--- config.mk ---
export PLATFORM = sky130hd
export DESIGN_NAME = control_unit
export DESIGN_NICKNAME = d
export VERILOG_FILES = /design/src/rtl/mbc_ctrl_pkg.sv /design/src/rtl/control_unit_seq_counter.sv /design/src/rtl/control_unit.sv
export SDC_FILE = /design/constraint.sdc
export NUM_CORES = 1
export LEC_CHECK = 0
export CELL_PAD_IN_SITES_DETAIL_PLACEMENT = 1
export CELL_PAD_IN_SITES_GLOBAL_PLACEMENT = 1
export CORE_MARGIN = 2
export CORE_UTILIZATION = 18
export DETAILED_ROUTE_END_ITERATION = 8
export PLACE_DENSITY_LB_ADDON = 0.1
export SLEW_MARGIN = 20
export SYNTH_ARGS = -nofsm -noshare
export SYNTH_HDL_FRONTEND = slang
export SYNTH_SLANG_ARGS = --single-unit
--- constraint.sdc ---
create_clock -name clk -period 3.54 [get_ports clk]
set_input_delay 1.062 -clock clk [delete_from_list [all_inputs] [get_ports clk]]
set_output_delay 1.062 -clock clk [all_outputs]
set_load 0.05 [all_outputs]
--- src/rtl/mbc_ctrl_pkg.sv ---
// rtl/mbc_ctrl_pkg.sv - shared encodings for the accumulator-machine control unit
package mbc_ctrl_pkg;

  // Bus source selects; 0 leaves the bus undriven/idle
  localparam logic [2:0] BUS_NONE = 3'd0;
  localparam logic [2:0] BUS_AR   = 3'd1;
  localparam logic [2:0] BUS_PC   = 3'd2;
  localparam logic [2:0] BUS_DR   = 3'd3;
  localparam logic [2:0] BUS_AC   = 3'd4;
  localparam logic [2:0] BUS_IR   = 3'd5;
  localparam logic [2:0] BUS_TR   = 3'd6;
  localparam logic [2:0] BUS_MEM  = 3'd7;

  // ALU operation selects
  localparam logic [2:0] ALU_AND     = 3'd0;
  localparam logic [2:0] ALU_ADD     = 3'd1;
  localparam logic [2:0] ALU_PASS_DR = 3'd2;
  localparam logic [2:0] ALU_CMA     = 3'd3;
  localparam logic [2:0] ALU_CIR     = 3'd4;
  localparam logic [2:0] ALU_CIL     = 3'd5;

  // Opcodes decoded from IR[14:12]
  localparam logic [2:0] OP_AND = 3'd0;
  localparam logic [2:0] OP_ADD = 3'd1;
  localparam logic [2:0] OP_LDA = 3'd2;
  localparam logic [2:0] OP_STA = 3'd3;
  localparam logic [2:0] OP_BUN = 3'd4;
  localparam logic [2:0] OP_BSA = 3'd5;
  localparam logic [2:0] OP_ISZ = 3'd6;
  localparam logic [2:0] OP_REG = 3'd7;

  // Register-reference bit positions within IR[11:0]
  localparam int RR_HLT = 0;
  localparam int RR_SZE = 1;
  localparam int RR_SZA = 2;
  localparam int RR_SNA = 3;
  localparam int RR_SPA = 4;
  localparam int RR_INC = 5;
  localparam int RR_CIL = 6;
  localparam int RR_CIR = 7;
  localparam int RR_CME = 8;
  localparam int RR_CMA = 9;
  localparam int RR_CLE = 10;
  localparam int RR_CLA = 11;

  // I/O bit positions within IR[11:0]
  localparam int IO_IOF = 6;
  localparam int IO_ION = 7;
  localparam int IO_SKO = 8;
  localparam int IO_SKI = 9;

  // Sequence-counter timing states
  typedef enum logic [2:0] {
    T0 = 3'd0, T1 = 3'd1, T2 = 3'd2, T3 = 3'd3,
    T4 = 3'd4, T5 = 3'd5, T6 = 3'd6
  } t_state_e;

  // Isolate the lowest set bit so only one register-ref micro-op fires
  function automatic logic [11:0] lowest_bit(input logic [11:0] v);
    return v & (~v + 12'd1);
  endfunction

endpackage

--- src/rtl/control_unit_seq_counter.sv ---
// rtl/control_unit_seq_counter.sv - 3-bit sequence counter with clear/increment/hold
module seq_counter (
  input  logic       clk,
  input  logic       reset_n,
  input  logic       clr_i,
  input  logic       incr_i,
  output logic [2:0] sc_o
);

  logic [2:0] sc_q, sc_d;

  // Clear wins over increment; otherwise hold
  always_comb begin
    sc_d = sc_q;
    if (clr_i)       sc_d = 3'd0;
    else if (incr_i) sc_d = sc_q + 3'd1;
  end

  // Count register
  always_ff @(posedge clk or negedge reset_n) begin
    if (!reset_n) sc_q <= 3'd0;
    else          sc_q <= sc_d;
  end

  assign sc_o = sc_q;

endmodule

--- src/rtl/control_unit.sv ---
// rtl/control_unit.sv - hardwired fetch/decode/execute sequencer; interrupt support under MBC_INTERRUPT_EN
module control_unit
  import mbc_ctrl_pkg::*;
#(
  parameter int DATA_W = 16,
  parameter int ADDR_W = 12
) (
  input  logic              clk,
  input  logic              reset_n,
  input  logic [DATA_W-1:0] IR_out,
  input  logic [DATA_W-1:0] AC_out,
  input  logic [DATA_W-1:0] DR_out,
  input  logic              E_out,
  input  logic              IEN_out,
`ifdef MBC_INTERRUPT_EN
  input  logic              FGI,
  input  logic              FGO,
`endif
  output logic [2:0]        bus_sel,
  output logic [2:0]        alu_sel,
  output logic              AR_load,
  output logic              PC_load,
  output logic              DR_load,
  output logic              AC_load,
  output logic              IR_load,
  output logic              TR_load,
  output logic              E_load,
  output logic              IEN_load,
  output logic              AR_incr,
  output logic              PC_incr,
  output logic              DR_incr,
  output logic              AC_incr,
  output logic              E_incr,
  output logic              AR_reset,
  output logic              PC_reset,
  output logic              AC_reset,
  output logic              E_reset,
  output logic              IEN_reset,
  output logic              memory_write,
  output logic              halted,
  output logic [2:0]        sc_out
);

  logic [2:0]  sc;
  t_state_e    state;
  logic        sc_clr, sc_incr;
  logic        i_q, i_d;
  logic        halted_q, halted_d;
  logic [11:0] rr;
  logic        d7;
  logic [2:0]  op;
`ifdef MBC_INTERRUPT_EN
  logic        r_q, r_d;
`else
  logic        unused_ien;
  assign unused_ien = IEN_out;
`endif

  seq_counter u_sc (
    .clk     (clk),
    .reset_n (reset_n),
    .clr_i   (sc_clr),
    .incr_i  (sc_incr),
    .sc_o    (sc)
  );

  assign state  = t_state_e'(sc);
  assign op     = IR_out[DATA_W-2:DATA_W-4];
  assign d7     = (op == OP_REG);
  assign rr     = lowest_bit(IR_out[ADDR_W-1:0]);
  assign sc_out = sc;
  assign halted = halted_q;

  // Indirect-bit latch, sticky halt and pending-interrupt flop
  always_ff @(posedge clk or negedge reset_n) begin
    if (!reset_n) begin
      i_q      <= 1'b0;
      halted_q <= 1'b0;
`ifdef MBC_INTERRUPT_EN
      r_q      <= 1'b0;
`endif
    end else begin
      i_q      <= i_d;
      halted_q <= halted_d;
`ifdef MBC_INTERRUPT_EN
      r_q      <= r_d;
`endif
    end
  end

  // Decode current timing state and instruction into datapath strobes
  always_comb begin
    bus_sel = BUS_NONE;  alu_sel = ALU_AND;
    AR_load = 1'b0;  PC_load = 1'b0;  DR_load = 1'b0;  AC_load = 1'b0;
    IR_load = 1'b0;  TR_load = 1'b0;  E_load  = 1'b0;  IEN_load = 1'b0;
    AR_incr = 1'b0;  PC_incr = 1'b0;  DR_incr = 1'b0;  AC_incr = 1'b0;  E_incr = 1'b0;
    AR_reset = 1'b0; PC_reset = 1'b0; AC_reset = 1'b0; E_reset = 1'b0;  IEN_reset = 1'b0;
    memory_write = 1'b0;
    sc_clr = 1'b0;  sc_incr = 1'b0;
    i_d = i_q;  halted_d = halted_q;
`ifdef MBC_INTERRUPT_EN
    r_d = r_q;
`endif
    if (!reset_n) begin
      AR_reset = 1'b1; PC_reset = 1'b1; AC_reset = 1'b1; E_reset = 1'b1; IEN_reset = 1'b1;
    end else if (halted_q) begin
      // frozen until reset
    end
`ifdef MBC_INTERRUPT_EN
    else if (r_q && (state inside {T0, T1, T2})) begin
      sc_incr = 1'b1;
      case (state)
        T0: begin AR_reset = 1'b1; bus_sel = BUS_PC; TR_load = 1'b1; end
        T1: begin bus_sel = BUS_TR; memory_write = 1'b1; PC_reset = 1'b1; end
        default: begin PC_incr = 1'b1; IEN_reset = 1'b1; r_d = 1'b0; sc_clr = 1'b1; end
      endcase
    end
`endif
    else begin
      sc_incr = 1'b1;
      case (state)
        T0: begin bus_sel = BUS_PC; AR_load = 1'b1; end
        T1: begin bus_sel = BUS_MEM; IR_load = 1'b1; PC_incr = 1'b1; end
        T2: begin bus_sel = BUS_IR; AR_load = 1'b1; i_d = IR_out[DATA_W-1]; end
        T3: begin
          if (d7) begin
            sc_clr = 1'b1;
            if (!i_q) begin
              if (rr[RR_CLA]) AC_reset = 1'b1;
              if (rr[RR_CLE]) E_reset = 1'b1;
              if (rr[RR_CMA]) begin alu_sel = ALU_CMA; AC_load = 1'b1; end
              if (rr[RR_CME]) E_incr = 1'b1;
              if (rr[RR_CIR]) begin alu_sel = ALU_CIR; AC_load = 1'b1; E_load = 1'b1; end
              if (rr[RR_CIL]) begin alu_sel = ALU_CIL; AC_load = 1'b1; E_load = 1'b1; end
              if (rr[RR_INC]) AC_incr = 1'b1;
              if (rr[RR_SPA] && !AC_out[DATA_W-1]) PC_incr = 1'b1;
              if (rr[RR_SNA] &&  AC_out[DATA_W-1]) PC_incr = 1'b1;
              if (rr[RR_SZA] && (AC_out == '0))    PC_incr = 1'b1;
              if (rr[RR_SZE] && !E_out)            PC_incr = 1'b1;
              if (rr[RR_HLT]) halted_d = 1'b1;
            end
`ifdef MBC_INTERRUPT_EN
            else begin
              if (IR_out[IO_ION]) IEN_load = 1'b1;
              if (IR_out[IO_IOF]) IEN_reset = 1'b1;
              if (IR_out[IO_SKI] && FGI) PC_incr = 1'b1;
              if (IR_out[IO_SKO] && FGO) PC_incr = 1'b1;
            end
`endif
          end else if (i_q) begin
            bus_sel = BUS_MEM; AR_load = 1'b1;
          end
        end
        T4: begin
          case (op)
            OP_AND, OP_ADD, OP_LDA, OP_ISZ: begin bus_sel = BUS_MEM; DR_load = 1'b1; end
            OP_STA: begin bus_sel = BUS_AC; memory_write = 1'b1; sc_clr = 1'b1; end
            OP_BUN: begin bus_sel = BUS_AR; PC_load = 1'b1; sc_clr = 1'b1; end
            OP_BSA: begin bus_sel = BUS_PC; memory_write = 1'b1; AR_incr = 1'b1; end
            default: sc_clr = 1'b1;
          endcase
        end
        T5: begin
          case (op)
            OP_AND: begin alu_sel = ALU_AND; AC_load = 1'b1; sc_clr = 1'b1; end
            OP_ADD: begin alu_sel = ALU_ADD; AC_load = 1'b1; E_load = 1'b1; sc_clr = 1'b1; end
            OP_LDA: begin alu_sel = ALU_PASS_DR; AC_load = 1'b1; sc_clr = 1'b1; end
            OP_BSA: begin bus_sel = BUS_AR; PC_load = 1'b1; sc_clr = 1'b1; end
            OP_ISZ: DR_incr = 1'b1;
            default: sc_clr = 1'b1;
          endcase
        end
        T6: begin
          sc_clr = 1'b1;
          if (op == OP_ISZ) begin
            bus_sel = BUS_DR; memory_write = 1'b1;
            if (DR_out == '0) PC_incr = 1'b1;
          end
        end
        default: sc_clr = 1'b1;
      endcase
    end
`ifdef MBC_INTERRUPT_EN
    if (reset_n && !halted_q && !(state inside {T0, T1, T2}) && IEN_out && (FGI || FGO))
      r_d = 1'b1;
`endif
  end

endmodule

After elaboration in Yosys (flattened, before gate mapping)
Index checks and enable logic that the tools add are counted. W data, S select, Z words.

Register bits after elaboration: 5. Bits of input ports: 52. Output and inout bits: 29.

Add/subtract/negate cells: 2. Equal/unequal tests: 13. Muxes and demuxes: 113. Bitwise logic cells: 3. Reduce and logical (&&, ||, !) cells: 18.

Operators with widths (number): $mux W1 (88); $mux W3 (12); $logic_not A16 Y1 (2); $eq A3 B3 Y1 const B (7); $pmux W3 S7 (1); $add A12 B1 Y12 const B (1); $and A12 B12 Y12 (1); $eq A3 B2 Y1 const B (4); $not A12 Y12 (1); $pmux W3 S4 (1); $pmux W1 S2 (5); $eq A3 B1 Y1 const B (2); $logic_not A3 Y1 (2); $pmux W3 S2 (1); $reduce_or A3 Y1 (2); $reduce_or A5 Y1 (1); $logic_and A1 B1 Y1 (4); $mux W2 (2); $pmux W1 S4 (1); $pmux W2 S2 (1); $reduce_or A2 Y1 (2); $reduce_or A4 Y1 (1); $add A3 B1 Y3 const B (1); $pmux W1 S3 (1); other kinds (4) (5).

Longest topological paths before layout
Gate-level depths: netlist (run 1).

Depth in word-level cells: 13. Mapped depth: 7. Mapped depth without buffers: 6.

Cells and area by module
Synthesis (run 1) repeated with hierarchy kept, for this count alone.

Cell total of the unflattened synthesis: 132. Area total of the unflattened synthesis: 953.4 sq um.

Modules (own cells, without submodules): control_unit (instances 1, cells an instance 121, area an instance 817.0 sq um, seq. area each 50.0 sq um); seq_counter (instances 1, cells an instance 11, area an instance 136.4 sq um, seq. area each 75.1 sq um).

Least setup slack after synthesis (run 1)
No wires, ideal clock.

Kind: input -> output. From: in IR_out[3]. To: out AC_reset. Arrival: 3214 ps. Required time: 2478 ps. Slack: -736 ps. Stages: 4. Path buffers: 0. Path through: or4_4 -> nor4_1 -> nand3_1 -> o21ai_0.

Longest elaborated chain between the ends: 9.

RTL lines: start, declared (RTL line control_unit.sv:10) `input logic [DATA_W-1:0] IR_out,`; $not A12 Y12 (RTL line mbc_ctrl_pkg.sv:60) `return v & (~v + 12'd1);`; $add A12 B1 Y12 (RTL line mbc_ctrl_pkg.sv:60); $and A12 B12 Y12 (RTL line mbc_ctrl_pkg.sv:60); $mux W1 (RTL line control_unit.sv:129) `if (rr[RR_CLA]) AC_reset = 1'b1;`; $mux W1 (RTL line control_unit.sv:128) `if (!i_q) begin`; $mux W1 (RTL line control_unit.sv:126) `if (d7) begin`; $mux W1 (RTL line control_unit.sv:121) `case (state)`; $mux W1 (RTL line control_unit.sv:106) `end else if (halted_q) begin`; $mux W1 (RTL line control_unit.sv:104) `if (!reset_n) begin`; end, declared (RTL line control_unit.sv:36) `output logic AC_reset,`.

No other way between the ends.

Final worst setup path (run 1)
From: in IR_out[3]. To: out E_load.

Longest elaborated chain between the ends: 10.

RTL lines: $not A12 Y12 (*) (RTL line mbc_ctrl_pkg.sv:60); $add A12 B1 Y12 (*) (RTL line mbc_ctrl_pkg.sv:60); $and A12 B12 Y12 (*) (RTL line mbc_ctrl_pkg.sv:60); $mux W1 (RTL line control_unit.sv:133) `if (rr[RR_CIR]) begin alu_sel = ALU_CIR; AC_load = 1'b1; E_load = 1'b1; end`; $mux W1 (*) (RTL line control_unit.sv:134) `if (rr[RR_CIL]) begin alu_sel = ALU_CIL; AC_load = 1'b1; E_load = 1'b1; end`; $mux W1 (*) (RTL line control_unit.sv:128); $mux W1 (*) (RTL line control_unit.sv:126); $pmux W1 S2 (*) (RTL line control_unit.sv:121); $mux W1 (*) (RTL line control_unit.sv:106); $mux W1 (*) (RTL line control_unit.sv:104); end, declared (RTL line control_unit.sv:27) `output logic E_load,`.

Mark *: on every way between the ends. The rest lies on a longest branch, timed or not.

==> summary.txt, run 1 <==
distinct cell type count of the synthesized netlist: 39
remaining global-route overflow: 0
commonest non-fill, non-tap cell in the layout: clkdlybuf4s50_1
htree depth: 1
largest net degree at the start of global routing: 11
Sw Share: 0.516
Max-Cap Viols: 0
Worst-Margin Slew: 765 ps
Std-Cell Rows: 25
Worst setup SP type: primary input
Setup WS pre-CTS: -763 ps
RSZ-0062 raised after global routing: yes
final slew viol count: 0
Setup WS post-layout: -364 ps
share of layout cells above drive strength 1: 0.468
min-delay worst type: reg -> reg
clock sink total: 5
DR pass1 iterations: 4
GP Congestion: 0.805
Antenna Cells: 0
Max Clk Rate: 256 MHz
Slew headroom: 0.484
initial antenna violation count: 0
Multi-input gate area: 988 um^2
sequential share of the synthesized area: 0.141
worst r2r path cells: 5
reg2reg end: u_sc.sc_o[1]
Initial Util: 0.187
status: finished with violations
die area: 0.00552 mm^2
FF-to-FF Start: u_sc.sc_o[1]
DRT Wirelength: 4580 um
via count: 1419
LEAKAGE: 1.03 nW
period utilization: 1.10
endpoint of the worst hold path: halted
Sum Neg Setup Slack: -2080 ps
final worst path period need: 3900 ps
Internal: 0.000517 W
maximum buffer depth of the clock tree: 2
CTS Root Cell: clkbuf_8
total power: 0.00107 W
DRT antenna net count: 0
Die Span X: 74.3 um
Switching Power: 0.000551 W
combinational power share: 0.780
EDFF count, synth: 0
DR WL/cell: 15.2 um
Max VDD drop: 0.241 mV
CP required: 2480 ps
Final Hold Viols: 0
Synth Warn #: 0
Flop pwr share: 0.120
Clk network pwr share: 0.100
cell count of the worst hold path: 1
CTS tree: done
clock insertion delay at the later pin of the skew report: 220 ps
syn_area_per_cell: 7.17 um^2
Reg clk slew, reported paths: 40 ps
Post-Layout Cell Count: 302
violated checks: negative setup slack
number of remaining DRC errors: 0
nets: 297
final instance area: 0.00256 mm^2
register area: 125 um^2
Final setup viols: 9
vias in the first global route: 1594
initial drt markers: 28
chip height: 74.3 um
Inst Count DP: 293
Synth async-reset ratio: 1.00
Post-CTS Hold Buffers: 0
layout overhead on the synthesized area: 188%
Crit Path Category: in -> out
most frequent cells in the layout: clkdlybuf4s50_1, buf_4, buf_12
port buffer count: 77
Worst setup EP type: output port
CTS buffer count: 3
first-pass GRT wire length: 7340 um
ys flop type: dfrtp_1
# fillers: 545
Synth Register Bits: 5
hold path start: halted
vias per cell: 4.70
DP Wirelength: 3740 um
CP Data Arrival Time: 2840 ps
I/O pin total: 81
GRT Total Usage: 0.169
Power Density: 418 mW/mm^2
Max Clock Skew: 0.0970 ps
Post-Synthesis Cells: 124
r2r setup slk: 1790 ps
CORE AREA: 0.00475 mm^2
mapped cell area: 890 um^2
critical path fanouts, max: 2
placed inst area: 0.00225 mm^2
[timing repair]
item,in CTS,in global routing
setup buffers,5,1
pin swaps,22,17
gates cloned,0,0
gates resized for setup,67,17
endpoints found under the setup margin,17,15
[synthesized netlist by cell type, types with 2 or more instances]
| cell type | instances | area [um^2] |
|---|---|---|
| nor4_1 | 11 | 68.8 |
| ha_1 | 9 | 113 |
| inv_1 | 9 | 33.8 |
| nand3_1 | 9 | 45.0 |
| nor2_1 | 9 | 33.8 |
| nand2_1 | 8 | 30.0 |
| a21oi_1 | 6 | 30.0 |
| o21ai_0 | 6 | 30.0 |
| dfrtp_1 | 5 | 125 |
| buf_4 | 4 | 30.0 |
| clkbuf_1 | 4 | 15.0 |
| nand4_1 | 4 | 25.0 |
| a31oi_1 | 3 | 18.8 |
| and3_1 | 3 | 18.8 |
| nand2b_1 | 3 | 18.8 |
| a22o_1 | 2 | 17.5 |
| a32oi_1 | 2 | 17.5 |
| mux2_2 | 2 | 22.5 |
| nor3_1 | 2 | 10.0 |
| o22ai_1 | 2 | 12.5 |
| or4_1 | 2 | 15.0 |
| or4_4 | 2 | 22.5 |
[worst max path at each step]
stage          slack [ps]       from  depth (start not counted)          to
6_report             -360  IR_out[3]                          6      E_load
5_1_grt              -400  IR_out[3]                          6      E_load
4_1_cts              -480  IR_out[3]                          6      E_load
3_5_place_dp         -760  IR_out[3]                          6      E_load
3_3_place_gp         -710  IR_out[3]                          6      E_load
2_1_floorplan        -370  IR_out[3]                          4  alu_sel[2]
[layout make-up]
cell class,count,area share
Multi-Input combinational cell,102,0.386
Clock buffer,4,0.0176
Sequential cell,5,0.0489
Tap cell,67,0.0328
Timing Repair Buffer,114,0.498
Inverter,10,0.0166
[sequential cells by signal (all words and copies together) (netlist names)]
register,count
halted,1
i_q,1
u_sc.sc_o,3
[critical path, stage by stage]
cell and delay, ps:
buf_6 90, or4_4 530, or4_4 430, or3_4 410, a21oi_4 160, buf_12 150
[stage by stage]
stage | utilization | hold WS, ps
2_1_floorplan | - | 610
3_3_place_gp | 0.474 | 555
3_5_place_dp | 0.474 | 556
4_1_cts | 0.528 | 567
5_1_grt | 0.538 | 594
6_report | 0.538 | 561
[power by group through the flow]
stage          clock [W]  sequential [W]  combinational [W]
6_report        0.000107        0.000128           0.000834
5_1_grt         0.000111        0.000136           0.000880
4_1_cts         0.000108        0.000130           0.000795
3_5_place_dp           0        0.000127           0.000777
3_3_place_gp           0        0.000128           0.000762
2_1_floorplan          0        0.000178           0.000360
[cell families after synthesis]
logic type	synth area share
AOI/OAI and AO/OA	0.229
adders and majority gates	0.127
buffers and inverters	0.0928
DFF	0.141
muxes	0.0366
other	0.00422
and+or+nand+nor	0.370
[metal layers]
| layer | up-vias | wire, um | track usage |
|---|---|---|---|
| met5 | - | 0 | 0 |
| met4 | 0 | 38 | 0.0437 |
| met3 | 4 | 192 | 0.0257 |
| met2 | 39 | 2600 | 0.323 |
| met1 | 684 | 1750 | 0.194 |
| li1 | 692 | - | - |
No activity file was read; power rests on OpenSTA's default activity.
==> run 2: changes to the inputs <==
--- a/config.mk
+++ b/config.mk
@@ -7,10 +7,11 @@
 export LEC_CHECK = 0
 export CELL_PAD_IN_SITES_DETAIL_PLACEMENT = 1
 export CELL_PAD_IN_SITES_GLOBAL_PLACEMENT = 1
+export CORE_ASPECT_RATIO = 1.5
 export CORE_MARGIN = 2
 export CORE_UTILIZATION = 18
 export DETAILED_ROUTE_END_ITERATION = 8
-export PLACE_DENSITY_LB_ADDON = 0.1
+export PLACE_DENSITY = 0.82
 export SLEW_MARGIN = 20
 export SYNTH_ARGS = -nofsm -noshare
 export SYNTH_HDL_FRONTEND = slang
==> run 2 against run 1 <==
- the run still ends with negative setup slack left
- non-clock buffer count rose by 6
- power fell by 0.90%
- global-route usage rose by 1.3 points
- cell count rose by 1.7%
- core utilization fell by 0.17 points
- via count rose by 3.5%
- first-iteration DRC count rose by 46%
- maximum frequency barely moved
- sequential power barely moved
- routed wire length rose by 4.7%
- largest cell class unchanged
==> summary.txt, run 2 (same netlist as run 1, synthesis figures left out) <==
Die Span X: 61.4 um (-17%)
GRT Total Usage: 0.182 (+0.0132)
first-pass GRT wire length: 7890 um (+7.4%)
DR WL/cell: 15.6 um (+3.0%)
Sw Share: 0.513 (-0.00292)
final instance area: 0.00258 mm^2 (+0.83%)
port buffer count: 77 (unchanged)
chip height: 90.1 um (+21%)
commonest non-fill, non-tap cell in the layout: buf_4
initial drt markers: 41 (+46%)
CTS buffer count: 3 (unchanged)
CP required: 2480 ps (about the same)
Power Density: 410 mW/mm^2 (-1.7%)
final slew viol count: 0 (unchanged)
most frequent CP cell: or4_4
vias per cell: 4.78 (+1.8%)
CTS tree: done
register area: 125 um^2 (unchanged)
placed inst area: 0.00229 mm^2 (+1.6%)
Worst-Margin Slew: 648 ps (-117 ps)
most frequent cells in the layout: buf_4, clkdlybuf4s50_1, buf_12
Clk network pwr share: 0.102 (+0.002)
Slew headroom: 0.563 (+0.0788)
GP Congestion: 0.864 (+7.3%)
combinational power share: 0.778 (-0.002)
htree depth: 1 (unchanged)
Crit Path Category: in -> out
Max Clock Skew: 1.36 ps (+1.26 ps)
Antenna Cells: 0 (unchanged)
min-delay worst type: reg -> reg
Switching Power: 0.000543 W (-1.5%)
Flop pwr share: 0.120 (about the same)
LEAKAGE: 1.08 nW (+4.9%)
maximum buffer depth of the clock tree: 2 (unchanged)
CTS Root Cell: clkbuf_8
nets: 303 (+2.0%)
violated checks: negative setup slack
Largest register FFs: 3 (unchanged)
final worst path period need: 3900 ps (-1.89 ps)
period utilization: 1.10 (about the same)
RSZ-0062 raised after global routing: yes
number of remaining DRC errors: 0 (unchanged)
clock insertion delay at the later pin of the skew report: 230 ps (about the same)
clock sink total: 5 (unchanged)
DR pass1 iterations: 4 (unchanged)
layout overhead on the synthesized area: 190%
DP Wirelength: 3790 um (+1.2%)
Multi-input gate area: 965 um^2 (-2.4%)
share of layout cells above drive strength 1: 0.485 (+0.0174)
Internal: 0.000516 W (-0.30%)
die area: 0.00553 mm^2 (+0.21%)
Max VDD drop: 0.351 mV (+45%)
status: finished with violations
remaining global-route overflow: 0 (unchanged)
CP Data Arrival Time: 2840 ps (about the same)
Worst setup SP type: primary input
# fillers: 556 (+2.0%)
Post-CTS Hold Buffers: 0 (unchanged)
total power: 0.00106 W (-0.90%)
slowest cell delay on critical path: 530 ps (about the same)
via count: 1468 (+3.5%)
Reg clk slew, reported paths: 40 ps (about the same)
final core occ: 0.536 (-0.00174)
Max-Cap Viols: 0 (unchanged)
critical path fanouts, max: 2 (unchanged)
Worst path slowest cell: or4_4
I/O pin total: 81 (unchanged)
vias in the first global route: 1671 (+4.8%)
Worst setup EP type: output port
Setup WS post-layout: -363 ps (+1.89 ps)
CORE AREA: 0.00481 mm^2 (+1.2%)
Max Clk Rate: 256 MHz (about the same)
Initial Util: 0.185 (-0.00214)
largest net degree at the start of global routing: 11 (unchanged)
Final setup viols: 9 (unchanged)
crit path cell chain: buf_6, or4_4, or4_4, or3_4, a21oi_4, buf_12
DRT antenna net count: 0 (unchanged)
initial antenna violation count: 0 (unchanged)
Final Hold Viols: 0 (unchanged)
Std-Cell Rows: 31 (+24%)
DRT Wirelength: 4800 um (+4.7%)
## run 2: cell count changes in the layout (fill, tap and decap cells not counted), sizes merged
cell	change
buf	+8
clkbuf	-2
clkdlybuf4s15	+3
clkdlybuf4s50	-6
dlygate4sd2	+2
dlymetal6s2s	+1
## run 2: metrics by stage
stage	hold WS, ps	worst slack [ps]	std cells	TNS, ps
6_report	570	-363	307	-2360
5_1_grt	582	-399	307	-2950
4_1_cts	566	-470	305	-2460
3_5_place_dp	542	-731	297	-6990
3_3_place_gp	536	-688	297	-5940
2_1_floorplan	610	-375	125	-1320
## run 2: final cells by class
cell class                 instances  area share
clock buffer                       4      0.0175
inverter                          10      0.0155
multi-input combinational        102       0.374
sequential                         5      0.0485
tap                               66      0.0320
timing repair buffer             120       0.513
## run 2: critical path, delay by kind of cell
family	cells	cell delay (ps)
AO/OA/AOI/OAI	1	160
buffers and inverters	2	240
AND/OR/NAND/NOR	3	1380
## run 2: per-layer routing
layer / global-route usage / up-vias / part of all wire
met1: 0.209 / 700 / 0.36
met5: 0 / - / 0
met3: 0.0302 / 9 / 0.041
met2: 0.329 / 52 / 0.58
li1: - / 707 / -
met4: 0.0496 / 0 / 0.023
## run 2: final timing paths
check / cells after the start / startpoint / slack, ps / end
max reg2reg: 5 / u_sc.sc_o[1] / 1840 / u_sc.sc_o[1]
max in group asynchronous: 2 / reset_n / 2480 / u_sc.sc_o[0]
min: 1 / halted / 570 / halted
min reg2reg: 1 / halted / 570 / halted
min in group asynchronous: 2 / reset_n / 950 / halted
max: 6 / IR_out[3] / -360 / E_load
## run 2: timing repair
| item | 4_1_cts | 5_1_grt |
|---|---|---|
| pin swaps | 25 | 22 |
| buffers inserted | 4 | 4 |
| resized for setup | 70 | 23 |
| endpoints found under the setup margin | 19 | 16 |
## run 2: power by group through the flow
| stage | Combinational [W] | Clock (W) | Sequential (W) |
|---|---|---|---|
| 2_1_floorplan | 0.000360 | 0 | 0.000178 |
| 3_3_place_gp | 0.000764 | 0 | 0.000123 |
| 3_5_place_dp | 0.000780 | 0 | 0.000124 |
| 4_1_cts | 0.000794 | 0.000110 | 0.000127 |
| 5_1_grt | 0.000873 | 0.000115 | 0.000132 |
| 6_report | 0.000824 | 0.000108 | 0.000127 |
